File: config.mk
export PLATFORM = sky130hd
export DESIGN_NAME = hdlc_rx_deframer
export DESIGN_NICKNAME = d
export VERILOG_FILES = /design/src/rtl/hdlc_rx_deframer.sv
export SDC_FILE = /design/constraint.sdc
export NUM_CORES = 1
export LEC_CHECK = 0
export CORE_MARGIN = 2
export CORE_UTILIZATION = 55
export CTS_BUF_LIST = sky130_fd_sc_hd__clkbuf_2 sky130_fd_sc_hd__clkbuf_4 sky130_fd_sc_hd__clkbuf_8
export CTS_CLUSTER_DIAMETER = 200
export DETAILED_ROUTE_END_ITERATION = 12
export PLACE_DENSITY = 0.74
export SYNTH_ARGS = -nofsm -noshare
export SYNTH_HDL_FRONTEND = slang
export SYNTH_SLANG_ARGS = --single-unit
File: constraint.sdc
create_clock -name i_clk -period 6.1 [get_ports i_clk]
set_clock_uncertainty 0.05 [all_clocks]
set_input_delay 1.22 -clock i_clk [delete_from_list [all_inputs] [get_ports i_clk]]
set_output_delay 1.22 -clock i_clk [all_outputs]
set_load 0.01 [all_outputs]
File: src/rtl/hdlc_rx_deframer.sv
// ============================================================================
// Module   : hdlc_rx_deframer
// Purpose  : Receive-side HDLC deframer. Samples the serial Rx line, hunts for
//            flags, deletes stuffed zeros, detects aborts and delivers
//            LSB-first data bytes plus per-frame status strobes to the Rx
//            buffer/register logic.
// Ports    :
//   i_clk               system clock, rising edge
//   i_rst_n             asynchronous, active-low reset
//   i_rx                serial line, one bit per enabled sample
//   i_rx_en             sample enable; 0 = all state holds
//   o_rx_data[7:0]      assembled byte, first-received bit = bit 0
//   o_rx_valid          one-cycle strobe, o_rx_data valid
//   o_rx_flag_detect    one-cycle strobe per flag seen
//   o_rx_abort_detect   one-cycle strobe, frame aborted
//   o_rx_valid_frame    level, data bits received in current frame
//   o_rx_eof            one-cycle strobe, good frame closed
//   o_rx_frame_error    one-cycle strobe, misaligned close or overflow
//   o_rx_byte_count     bytes delivered in current/last frame
// Params   :
//   MAX_BYTES           max data bytes per frame (FCS included), 1..255
// Revision : 1.0 - initial release
// ============================================================================

`default_nettype none

module hdlc_rx_deframer #(
  parameter int MAX_BYTES = 128
) (
  input  logic       i_clk,
  input  logic       i_rst_n,
  input  logic       i_rx,
  input  logic       i_rx_en,
  output logic [7:0] o_rx_data,
  output logic       o_rx_valid,
  output logic       o_rx_flag_detect,
  output logic       o_rx_abort_detect,
  output logic       o_rx_valid_frame,
  output logic       o_rx_eof,
  output logic       o_rx_frame_error,
  output logic [7:0] o_rx_byte_count
);

  localparam logic [0:0] c_st_idle  = 1'b0;
  localparam logic [0:0] c_st_frame = 1'b1;

  localparam logic [7:0] c_flag      = 8'h7E;
  localparam logic [7:0] c_max_bytes = 8'(MAX_BYTES);

  // --------------------------------------------------------------------------
  // State
  // --------------------------------------------------------------------------
  logic [0:0] r_state;
  logic [7:0] r_win;          // last 8 samples, r_win[7] is the oldest (exit bit)
  logic [7:0] r_mask;         // r_mask[i] = r_win[i] was sampled inside a frame
  logic [7:0] r_byte;         // byte under assembly, shifts in from the top
  logic [2:0] r_bit_cnt;
  logic [2:0] r_ones;         // run of accepted ones, for zero deletion
  logic [7:0] r_bytes;        // bytes delivered in the open frame

  logic [7:0] r_rx_data;
  logic       r_rx_valid;
  logic       r_flag_det;
  logic       r_abort_det;
  logic       r_valid_frame;
  logic       r_eof;
  logic       r_frame_err;
  logic [7:0] r_byte_count;

  // --------------------------------------------------------------------------
  // Next-state logic
  // --------------------------------------------------------------------------
  logic [7:0] w_win_n;
  logic       w_flag;
  logic       w_abort;
  logic       w_in_frame;

  logic       w_stage_en;
  logic       w_stage_bit;
  logic [7:0] w_byte_n;
  logic [2:0] w_bit_n;
  logic [2:0] w_ones_n;
  logic [7:0] w_bytes_p;      // byte counter after bit processing
  logic [7:0] w_bytes_n;      // byte counter after flag/abort handling
  logic [7:0] w_data_n;
  logic       w_done;
  logic       w_ovf;
  logic       w_accept;

  logic [0:0] w_state_n;
  logic [7:0] w_mask_n;
  logic       w_vf_n;
  logic       w_eof;
  logic       w_err;
  logic       w_abt;

  assign w_win_n    = {r_win[6:0], i_rx};
  assign w_flag     = (w_win_n == c_flag);
  // A flag has a zero in bit 0, so flag and abort are mutually exclusive.
  assign w_abort    = (w_win_n[6:0] == 7'h7F);
  assign w_in_frame = (r_state == c_st_frame);

  always_comb begin
    w_stage_en  = 1'b0;
    w_stage_bit = 1'b0;
    w_byte_n    = r_byte;
    w_bit_n     = r_bit_cnt;
    w_ones_n    = r_ones;
    w_bytes_p   = r_bytes;
    w_data_n    = r_rx_data;
    w_done      = 1'b0;
    w_ovf       = 1'b0;
    w_accept    = 1'b0;

    // Stage 0 processes the normal exit bit. Stage 1 runs only on an abort:
    // the bit just ahead of the seven ones (r_win[6]) is still real data and
    // would otherwise be lost with the window flush, so it is drained here.
    // This lets a byte whose last bit immediately precedes the abort still
    // be delivered. At most one of the two stages can complete a byte.
    for (int s = 0; s < 2; s++) begin
      if (s == 0) begin
        w_stage_en  = r_mask[7];
        w_stage_bit = r_win[7];
      end else begin
        w_stage_en  = w_abort && r_mask[6];
        w_stage_bit = r_win[6];
      end

      if (w_stage_en) begin
        if (!w_stage_bit && (w_ones_n == 3'd5)) begin
          // Stuffed zero after five ones: drop it.
          w_ones_n = 3'd0;
        end else begin
          w_accept = 1'b1;
          w_byte_n = {w_stage_bit, w_byte_n[7:1]};
          w_ones_n = w_stage_bit ? (w_ones_n + 3'd1) : 3'd0;
          if (w_bit_n == 3'd7) begin
            if (w_bytes_p < c_max_bytes) begin
              w_done    = 1'b1;
              w_data_n  = w_byte_n;
              w_bytes_p = w_bytes_p + 8'd1;
            end else begin
              w_ovf = 1'b1;
            end
          end
          w_bit_n = w_bit_n + 3'd1;
        end
      end
    end

    // Default: shift in the in-frame qualifier for the newest sample.
    w_state_n = r_state;
    w_mask_n  = {r_mask[6:0], w_in_frame};
    w_vf_n    = r_valid_frame | w_accept;
    w_bytes_n = w_bytes_p;
    w_eof     = 1'b0;
    w_err     = w_ovf;
    w_abt     = 1'b0;

    // Overflow: the completed byte is not delivered and the frame is dropped.
    if (w_ovf) begin
      w_state_n = c_st_idle;
      w_mask_n  = 8'd0;
      w_bit_n   = 3'd0;
      w_ones_n  = 3'd0;
      w_vf_n    = 1'b0;
    end

    if (w_flag) begin
      // Close evaluation sees the counters after this sample's exit bit, so
      // a byte finishing on the flag sample is counted before the decision.
      // An overflow on the same sample already reported the error.
      if (w_in_frame && !w_ovf) begin
        if (w_bit_n != 3'd0) begin
          w_err = 1'b1;
        end else if (w_bytes_p != 8'd0) begin
          w_eof = 1'b1;
        end
      end
      // The closing flag also opens the next frame (shared flags).
      w_state_n = c_st_frame;
      w_mask_n  = 8'd0;
      w_bit_n   = 3'd0;
      w_ones_n  = 3'd0;
      w_bytes_n = 8'd0;
      w_vf_n    = 1'b0;
    end else if (w_abort) begin
      // Only the first abort inside a frame reports; continued ones land in
      // IDLE and stay silent.
      w_abt     = w_in_frame;
      w_state_n = c_st_idle;
      w_mask_n  = 8'd0;
      w_bit_n   = 3'd0;
      w_ones_n  = 3'd0;
      w_bytes_n = 8'd0;
      w_vf_n    = 1'b0;
    end
  end

  // --------------------------------------------------------------------------
  // Registers
  // --------------------------------------------------------------------------
  always_ff @(posedge i_clk or negedge i_rst_n) begin
    if (!i_rst_n) begin
      r_state       <= c_st_idle;
      r_win         <= 8'd0;
      r_mask        <= 8'd0;
      r_byte        <= 8'd0;
      r_bit_cnt     <= 3'd0;
      r_ones        <= 3'd0;
      r_bytes       <= 8'd0;
      r_rx_data     <= 8'd0;
      r_rx_valid    <= 1'b0;
      r_flag_det    <= 1'b0;
      r_abort_det   <= 1'b0;
      r_valid_frame <= 1'b0;
      r_eof         <= 1'b0;
      r_frame_err   <= 1'b0;
      r_byte_count  <= 8'd0;
    end else begin
      // Strobes last exactly one cycle, even when the enable drops.
      r_rx_valid  <= 1'b0;
      r_flag_det  <= 1'b0;
      r_abort_det <= 1'b0;
      r_eof       <= 1'b0;
      r_frame_err <= 1'b0;

      if (i_rx_en) begin
        r_state       <= w_state_n;
        r_win         <= w_win_n;
        r_mask        <= w_mask_n;
        r_byte        <= w_byte_n;
        r_bit_cnt     <= w_bit_n;
        r_ones        <= w_ones_n;
        r_bytes       <= w_bytes_n;
        r_valid_frame <= w_vf_n;
        r_rx_data     <= w_data_n;
        r_rx_valid    <= w_done;
        r_flag_det    <= w_flag;
        r_abort_det   <= w_abt;
        r_eof         <= w_eof;
        r_frame_err   <= w_err;
        // The visible count holds its final value across the close and
        // restarts at 1 with the next frame's first byte.
        if (w_done) begin
          r_byte_count <= w_bytes_p;
        end
      end
    end
  end

  assign o_rx_data         = r_rx_data;
  assign o_rx_valid        = r_rx_valid;
  assign o_rx_flag_detect  = r_flag_det;
  assign o_rx_abort_detect = r_abort_det;
  assign o_rx_valid_frame  = r_valid_frame;
  assign o_rx_eof          = r_eof;
  assign o_rx_frame_error  = r_frame_err;
  assign o_rx_byte_count   = r_byte_count;

endmodule

`default_nettype wire

Yosys cells after proc, flatten, opt, wreduce, memory -nomap -nowiden
Index checks and enable logic that the tools add are counted.

word-level totals
  register bits = 61
  input bits = 4
  output and inout bits = 22
  word-level logic and storage cells = 123

operators by class
  add/sub/neg operators = 6
  order comparisons = 2
  equality and inequality tests = 6
  muxes and demuxes = 81
  bitwise logic cells = 1
  reductions and logical operators = 12

operators by type and width
  cell                                                 count
  two-way mux 8 bit                                    25
  two-way mux 3 bit                                    16
  two-way mux 1 bit                                    40
  adder 8 x 1 -> 8 bit, second input constant          2
  less-than comparator 8 bit, second input constant    2
  adder 3 x 1 -> 3 bit, second input constant          4
  equality test 3 bit, second input constant           4
  equality test 8 x 7 -> 1 bit, second input constant  1
  nonzero test 8 bit                                   1
  equality test 7 bit, second input constant           1
  nonzero test 3 bit                                   2
  logical AND 1 bit                                    4
  AND reduction 2 bit                                  2
  logical NOT 1 bit                                    3
  bitwise OR 1 bit                                     1

Longest topological paths before layout
Gate-level depths: netlist (run 1).

  depth in word-level cells = 16
  gate-level depth with buffers = 14
  mapped depth without buffers = 13

Worst setup path before layout (run 1)
No wires, ideal clock.

  kind = register to register
  from = register r_ones[1]
  to = register r_eof (netlist: o_rx_eof)
  library setup time = 0.084 ns
  arrival time = 2.699 ns
  required time = 5.966 ns
  setup slack = 3.267 ns
  stages on the path, launching flop included = 12
  path buffers = 0
  period minus slack after synthesis = 2.833 ns
  path through = dfrtp_1 -> inv_1 -> ha_1 -> nand3b_4 -> nand2_4 -> mux2_2 -> ha_1 -> ha_1 -> nor4b_1 -> nor2_1 -> or4_4 -> a41oi_2

between the ends
  cells in the longest elaborated chain, start to end = 15
  elaborated cells between the ends (all ways) = 38
  classes of those cells = 3 x add/sub; 1 x order compare; 3 x eq/ne; 25 x mux; 6 x reduce/logical

ends and longest elaborated chain
  item                                                                line      RTL
  start: declaration                                                  58        logic [2:0] r_ones;
  start signal: assignment                                            234       r_ones <= w_ones_n;
  equality test 3 bit                                                 130       if (!w_stage_bit && (w_ones_n == 3'd5)) begin
  logical AND 1 bit                                                   130
  two-way mux 8 bit                                                   130
  two-way mux 8 bit                                                   129       if (w_stage_en) begin
  adder 8 x 1 -> 8 bit or less-than comparator 8 bit (tied branches)  141, 138
  two-way mux 8 bit or two-way mux 1 bit (tied branches)              138       if (w_bytes_p < c_max_bytes) begin
  two-way mux 8 bit or two-way mux 1 bit (tied branches)              137       if (w_bit_n == 3'd7) begin
  two-way mux 8 bit or two-way mux 1 bit (tied branches)              130
  two-way mux 8 bit or two-way mux 1 bit (tied branches)              129
  nonzero test 8 bit or two-way mux 3 bit (tied branches)             176, 161
  two-way mux 1 bit or nonzero test 3 bit (tied branches)             176, 174
  two-way mux 1 bit                                                   174       if (w_bit_n != 3'd0) begin
  two-way mux 1 bit *                                                 173       if (w_in_frame && !w_ovf) begin
  two-way mux 1 bit *                                                 169       if (w_flag) begin
  two-way mux 1 bit *                                                 228       if (i_rx_en) begin
  end signal: assignment                                              241       r_eof <= w_eof;
  end: declaration                                                    66        logic r_eof;

Mark *: on every way between the ends. The rest lies on a longest branch, timed or not.
A chain may end at the register's enable or synchronous reset.

Final worst setup path (run 1)
  from = input i_rx
  to = register r_eof (netlist: o_rx_eof)

between the ends
  cells in the longest elaborated chain, start to end = 9
  elaborated cells between the ends (all ways) = 16
  classes of those cells = 2 x eq/ne; 9 x mux; 5 x reduce/logical

ends and longest elaborated chain
  item                                                     line      RTL
  start: declaration                                       32        input logic i_rx,
  equality test 7 bit                                      100       assign w_abort = (w_win_n[6:0] == 7'h7F);
  logical AND 1 bit                                        125       w_stage_en = w_abort && r_mask[6];
  two-way mux 8 bit (tied with other cells)                129
  nonzero test 8 bit or two-way mux 3 bit (tied branches)  176, 161
  two-way mux 1 bit or nonzero test 3 bit (tied branches)  176, 174
  two-way mux 1 bit                                        174
  two-way mux 1 bit                                        173
  two-way mux 1 bit *                                      169
  two-way mux 1 bit *                                      228

Marks and branches as above.

==> results of run 1 <==
## cell usage in the layout, fill, tap and decap left out, drive strengths merged, types with 4 or more instances in the layout
master	instances
nand2	39
o21ai	23
nor3	9
o22ai	26
nand4	5
clkdlybuf4s50	23
mux2	26
mux2i	5
xor2	4
a21oi	16
dfrtp	60
ha	10
nor2	28
xnor2	12
buf	4
nand3	11
inv	25
clkbuf	12
## state kept, by name, summed over array words and instances, names as in the netlist, 3 cells and up
register         cells
o_rx_byte_count      8
o_rx_data            8
r_bytes              8
r_mask               8
r_win                8
r_byte               7
r_bit_cnt            3
r_ones               3
## per-layer routing
metal  share of wire [%]  wire (um)  up-vias  track usage, %
li1                    -          -     1371               -
met1                  44       3430     1350            29.6
met2                  50       3920       66            38.8
met3                 3.9        307       14            4.55
met4                 2.1        162        0            9.97
met5                   0          0        -               0
## where the power goes
part | internal, mW | switching [mW] | total, mW
clock | 0.221 | 0.161 | 0.381
combinational | 0.166 | 0.168 | 0.335
sequential | 0.473 | 0.0853 | 0.558
total | 0.860 | 0.415 | 1.27
## per-stage QoR
step                power (mW)  hold slack (ps)  setup WS [ps]
finish                    1.27              433           2390
global route              1.34              464           2120
CTS                       1.28              440           2410
global placement         0.878              415           2170
floorplan                0.796              420           3270
detailed placement       0.897              425           2070
## worst paths after layout
kind                                    start                 end  slack, ps  depth (start not counted)
max reg2reg                         r_mask[7]            o_rx_eof       2650                         10
min reg2reg                o_rx_byte_count[0]  o_rx_byte_count[0]        430                          2
max                                      i_rx            o_rx_eof       2390                          8
min                        o_rx_byte_count[0]  o_rx_byte_count[0]        430                          2
max in group asynchronous             i_rst_n           r_mask[6]       4510                          2
min in group asynchronous             i_rst_n          r_bytes[5]        970                          2
## critical path, cell delays in order
cell and delay [ps]:
clkdlybuf4s50_1 590, nand4_1 140, nor2_2 240, nand3_1 510, nor4b_1 430, nor2_1 100
or4_4 530, a41oi_2 160
## final cells by class
cell class / instances / area share (%)
multi-input cells: 268 / 45.8
flip-flops and latches: 60 / 37.8
repair buffers: 27 / 6.43
clock buffers: 12 / 4.16
well taps: 77 / 2.43
inverters: 24 / 2.27
clock inverters: 3 / 1.10
## kinds of logic after synthesis
kind of cell    count (synthesis)  share of synthesized area, %
xor+xnor                       16                          4.21
simple gates                  123                          18.4
flops                          60                          42.8
buf+inv                        45                          5.35
mux                            31                          9.89
compound gates                 88                          15.7
fa+ha+maj                      10                          3.57
==> metrics.md, run 1 <==
| Metric | Value |
|---|---|
| Status | `completed` |
| I/O Buffers | `25` |
| Worst Hold Class | `flip-flop to flip-flop` |
| Unique masters post-synth | `59` |
| RSZ-0062 raised after global routing | `false` |
| CTS max path bufs | `2` |
| CTS Buf Count | `9` |
| # fillers | `530` |
| Routed wire length | `7820 um` |
| Reg area | `1500 um^2` |
| Post-Layout Cell Count | `471` |
| Core area | `6240 um^2` |
| Starting Density | `56.2%` |
| First-pass GRT wire length | `13,000 um` |
| Tmin final | `3710 ps` |
| Post-synth EDFFs | `0` |
| FMAX | `0.269 GHz` |
| Final hold vios | `0` |
| Setup TNS | `0 ps` |
| VDD IR-drop max | `219 uV` |
| Setup bufs post-CTS | `0` |
| Part of the cycle the worst path needs | `60.9%` |
| CTS tree | `built` |
| Yosys warning count | `0` |
| Synth area leader | `dfrtp_1` |
| Syn Inst Count | `373` |
| DRC | `0` |
| Leak Pwr | `1.73 nW` |
| CP startpoint kind | `input pin` |
| Crit path required time | `6310 ps` |
| Fin util | `63.6%` |
| Worst-path clk slew | `70 ps` |
| Sink Count | `60` |
| Critical path arrival | `3920 ps` |
| Per-cell routed wire length | `16.6 um` |
| Die Span Y | `83.8 um` |
| Pins Over Slew Limit | `0` |
| Pwr per Cell Area | `321 nW/um^2` |
| Worst-Margin Slew | `956 ps` |
| Nets | `404` |
| Antenna cells | `0` |
| Clk Latency, worst-skew pair | `340 ps` |
| Area after DPL | `3760 um^2` |
| DR vias/cell | `5.95` |
| Area Overhead vs Synth | `13.2%` |
| Vias post-DR | `2,801` |
| Synth Flop Type | `dfrtp_1` |
| Critical path class | `input pin to flip-flop` |
| Total congestion overflow | `0` |
| Slew HR | `36.0%` |
| I/O pins | `26` |
| Synth area leaders | `dfrtp_1, mux2_2, o22ai_1` |
| Post-synth top cells | `dfrtp_1, nand2_1, nor2_1, o22ai_1, mux2_2` |
| GRT Util Overall | `23.3%` |
| DIE WIDTH | `83.8 um` |
| Die area | `7030 um^2` |
| Post-route ant nets | `0` |
| Syn_area_per_cell | `9.40 um^2` |
| Number of DRC markers in iteration 0 | `161` |
| Syn_nets | `387` |
| Synth Register Bits | `60` |
| Largest net degree at the start of global routing | `61` |
| Detailed placement HPWL | `5490 um` |
| Cell with the most instances after synthesis | `dfrtp_1` |
| Crit. End Element | `flip-flop` |
| Hold-fix buffers, CTS | `0` |
| PostCTS Resize Cnt | `0` |
| Layout cells sized above 1 | `14.0%` |
| Post-Syn Area | `3510 um^2` |
| Yosys top cell area share | `42.8%` |
| # setup viols final | `0` |
| Initial antenna violation count | `0` |
| FFs w/ async S/R, synth | `100%` |
| Last weighted congestion value of the routability-driven placer | `0.921` |
| Finished Cell Area | `3970 um^2` |
| Vias in the first global route | `2,697` |
| Multi-input gate area | `1820 um^2` |
| Drt pass-1 iters | `4` |
| DP Cell Count | `456` |
| Crit-path max FO | `14` |
| Max Cap Viol | `0` |
| Num rows | `29` |
| Root Buffer | `clkbuf_8` |
| Sequential area share after synthesis | `42.8%` |
| H-tree levels | `3` |
(Power assumes the default switching activity.)
==> run 2, diff against run 1 <==
--- a/config.mk
+++ b/config.mk
@@ -10,7 +10,7 @@
 export CTS_BUF_LIST = sky130_fd_sc_hd__clkbuf_2 sky130_fd_sc_hd__clkbuf_4 sky130_fd_sc_hd__clkbuf_8
 export CTS_CLUSTER_DIAMETER = 200
 export DETAILED_ROUTE_END_ITERATION = 12
-export PLACE_DENSITY = 0.74
+export PLACE_DENSITY = 0.77
 export SYNTH_ARGS = -nofsm -noshare
 export SYNTH_HDL_FRONTEND = slang
 export SYNTH_SLANG_ARGS = --single-unit
==> constraint.sdc (replaced) <==
create_clock -name i_clk -period 3.1 [get_ports i_clk]
set_clock_uncertainty 0.05 [all_clocks]
set_input_delay 0.62 -clock i_clk [delete_from_list [all_inputs] [get_ports i_clk]]
set_output_delay 0.62 -clock i_clk [all_outputs]
set_load 0.01 [all_outputs]
==> run 2 against run 1 <==
Utilization is 3.0 points higher. Clock power grew 110%. Total power increased by 100%. Die area is the same. Global-route usage up 1.5 points. Count of clock-buffer cells in the layout fell by 1. Sequential power grew 94%. Combinational power up 120%. First-iteration DRC count fell by 20%. Sequential share of layout area down 1.7 points. Non-clock buffer count rose by 20. Cell count up 4.2%. Largest power group unchanged.
==> metrics.md, run 2 (same netlist as run 1, synthesis figures left out) <==
| Metric | Value |
|---|---|
| CTS tree | `built` |
| Leak Pwr | `1.83 nW (+6.0%)` |
| Design Power | `2.59 mW (+100%)` |
| DIE WIDTH | `83.8 um (unchanged)` |
| Critical path arrival | `3170 ps (-750 ps)` |
| Part of the cycle the worst path needs | `95.4%` |
| Die area | `7030 um^2 (unchanged)` |
| Max Cap Viol | `0 (unchanged)` |
| Final hold vios | `0 (unchanged)` |
| Last weighted congestion value of the routability-driven placer | `0.935 (+1.6%)` |
| CTS max path bufs | `2 (unchanged)` |
| Pwr per Cell Area | `623 nW/um^2 (+94%)` |
| I/O pins | `26 (unchanged)` |
| Post-route ant nets | `0 (unchanged)` |
| Area Overhead vs Synth | `18.6%` |
| Die Span Y | `83.8 um (unchanged)` |
| Worst Hold Class | `input pin to asynchronous set/reset pin` |
| Number of DRC markers in iteration 0 | `128 (-20%)` |
| First-pass GRT wire length | `13,600 um (+4.4%)` |
| Most common cell after layout, fill and taps aside | `dfrtp_1` |
| Critical path class | `flip-flop to flip-flop` |
| H-tree levels | `3 (unchanged)` |
| Area after DPL | `3910 um^2 (+4.0%)` |
| Hold slack | `225 ps (-208 ps)` |
| Num rows | `29 (unchanged)` |
| DR vias/cell | `6.06 (+2.0%)` |
| Root Buffer | `clkbuf_8` |
| Vias in the first global route | `2,895 (+7.3%)` |
| GRT Util Overall | `24.8% (+1.5 points)` |
| Crit. End Element | `flip-flop` |
| I/O Buffers | `25 (unchanged)` |
| Per-cell routed wire length | `16.9 um (+1.8%)` |
| Core area | `6240 um^2 (unchanged)` |
| Fin worst setup slack | `144 ps (-2240 ps)` |
| Nets | `424 (+5.0%)` |
| Setup bufs post-CTS | `0 (unchanged)` |
| Crit path required time | `3320 ps (-2990 ps)` |
| Largest net degree at the start of global routing | `34 (-44%)` |
| Internal reg-to-reg setup slack | `140 ps (-2510 ps)` |
| DP Worst Slack | `-24.1 ps (-2090 ps)` |
| Sink Count | `60 (unchanged)` |
| Slew HR | `68.2% (+32 points)` |
| Tmin final | `2960 ps` |
| Initial antenna violation count | `0 (unchanged)` |
| Crit-path max FO | `3 (-11)` |
| Reg2reg end | `o_rx_eof` |
| Antenna cells | `0 (unchanged)` |
| Pins Over Slew Limit | `0 (unchanged)` |
| Vias post-DR | `2,977 (+6.3%)` |
| CP startpoint kind | `flip-flop` |
| # setup viols final | `0 (unchanged)` |
| FMAX | `0.338 GHz` |
| R2R depth | `12 (+2)` |
| CTS Buf Count | `9 (unchanged)` |
| Total congestion overflow | `0 (unchanged)` |
| RSZ-0062 raised after global routing | `false` |
| VDD IR-drop max | `478 uV (+120%)` |
| DRC | `0 (unchanged)` |
| Worst-Margin Slew | `477 ps (-479 ps)` |
| Routed wire length | `8300 um (+6.1%)` |
| Worst-path clk slew | `70 ps (about the same)` |
| Layout cells sized above 1 | `19.3% (+5.4 points)` |
| Starting Density | `56.2% (unchanged)` |
| Drt pass-1 iters | `5 (+1)` |
| Detailed placement HPWL | `6030 um (+9.8%)` |
| FF-to-FF Start | `r_ones[1]` |
| Setup TNS | `0 ps (unchanged)` |
| Status | `completed` |
| Finished Cell Area | `4160 um^2 (+4.8%)` |
| Most frequent cells in the layout | `dfrtp_1, nand2_1, nor2_1, o22ai_1, mux2_2` |
| Clk Latency, worst-skew pair | `340 ps (about the same)` |
[run 2: report_power, final]
group	internal, mW	total (mW)	switching (mW)
Sequential	0.931	1.08	0.152
Combinational	0.358	0.722	0.364
Clock	0.479	0.786	0.307
Total	1.77	2.59	0.823
[run 2: cell type report]
cell class              instances  area, um^2
clock inverters                 4        73.8
clock buffers                  11         145
well taps                      77        96.3
fillers                       499        2080
inverters                      24        90.1
repair buffers                 47         405
flip-flops and latches         60        1500
multi-input cells             268        1850
[run 2: critical path, cell delays in order, from the launching register on]
cell      delay [ps]
dfrtp_1          380
inv_2             70
ha_4             250
nor2_1            30
a21oi_1          230
ha_1             220
inv_1             40
a2111o_1         440
nand3_1          150
nor4b_2          210
nor2_1           110
or4_4            530
a41oi_2          160
[run 2: worst max-delay path by stage]
stage	startpoint	endpoint	slack [ps]
floorplan	r_ones[1]	o_rx_eof	270
global placement	r_ones[1]	o_rx_eof	120
detailed placement	r_ones[1]	o_rx_eof	-20
CTS	r_ones[1]	o_rx_eof	40
global route	r_bit_cnt[0]	o_rx_eof	1
finish	r_ones[1]	o_rx_eof	140
[run 2: per-stage QoR]
stage	cells	util, %
floorplan	373	-
global placement	476	62.7
detailed placement	476	62.7
CTS	491	66.3
global route	491	66.6
finish	491	66.6
[run 2: what timing repair did]
action,4_1_cts,5_1_grt
setup endpoints to repair,1,3
gates resized for setup,2,4
pin swaps,0,2
hold buffers,0,0
[run 2: layer usage]
layer	global-route usage (%)	wire length (um)
met2	42.3	4160
met1	30.3	3510
met4	11.6	220
met3	4.75	411
met5	0	0
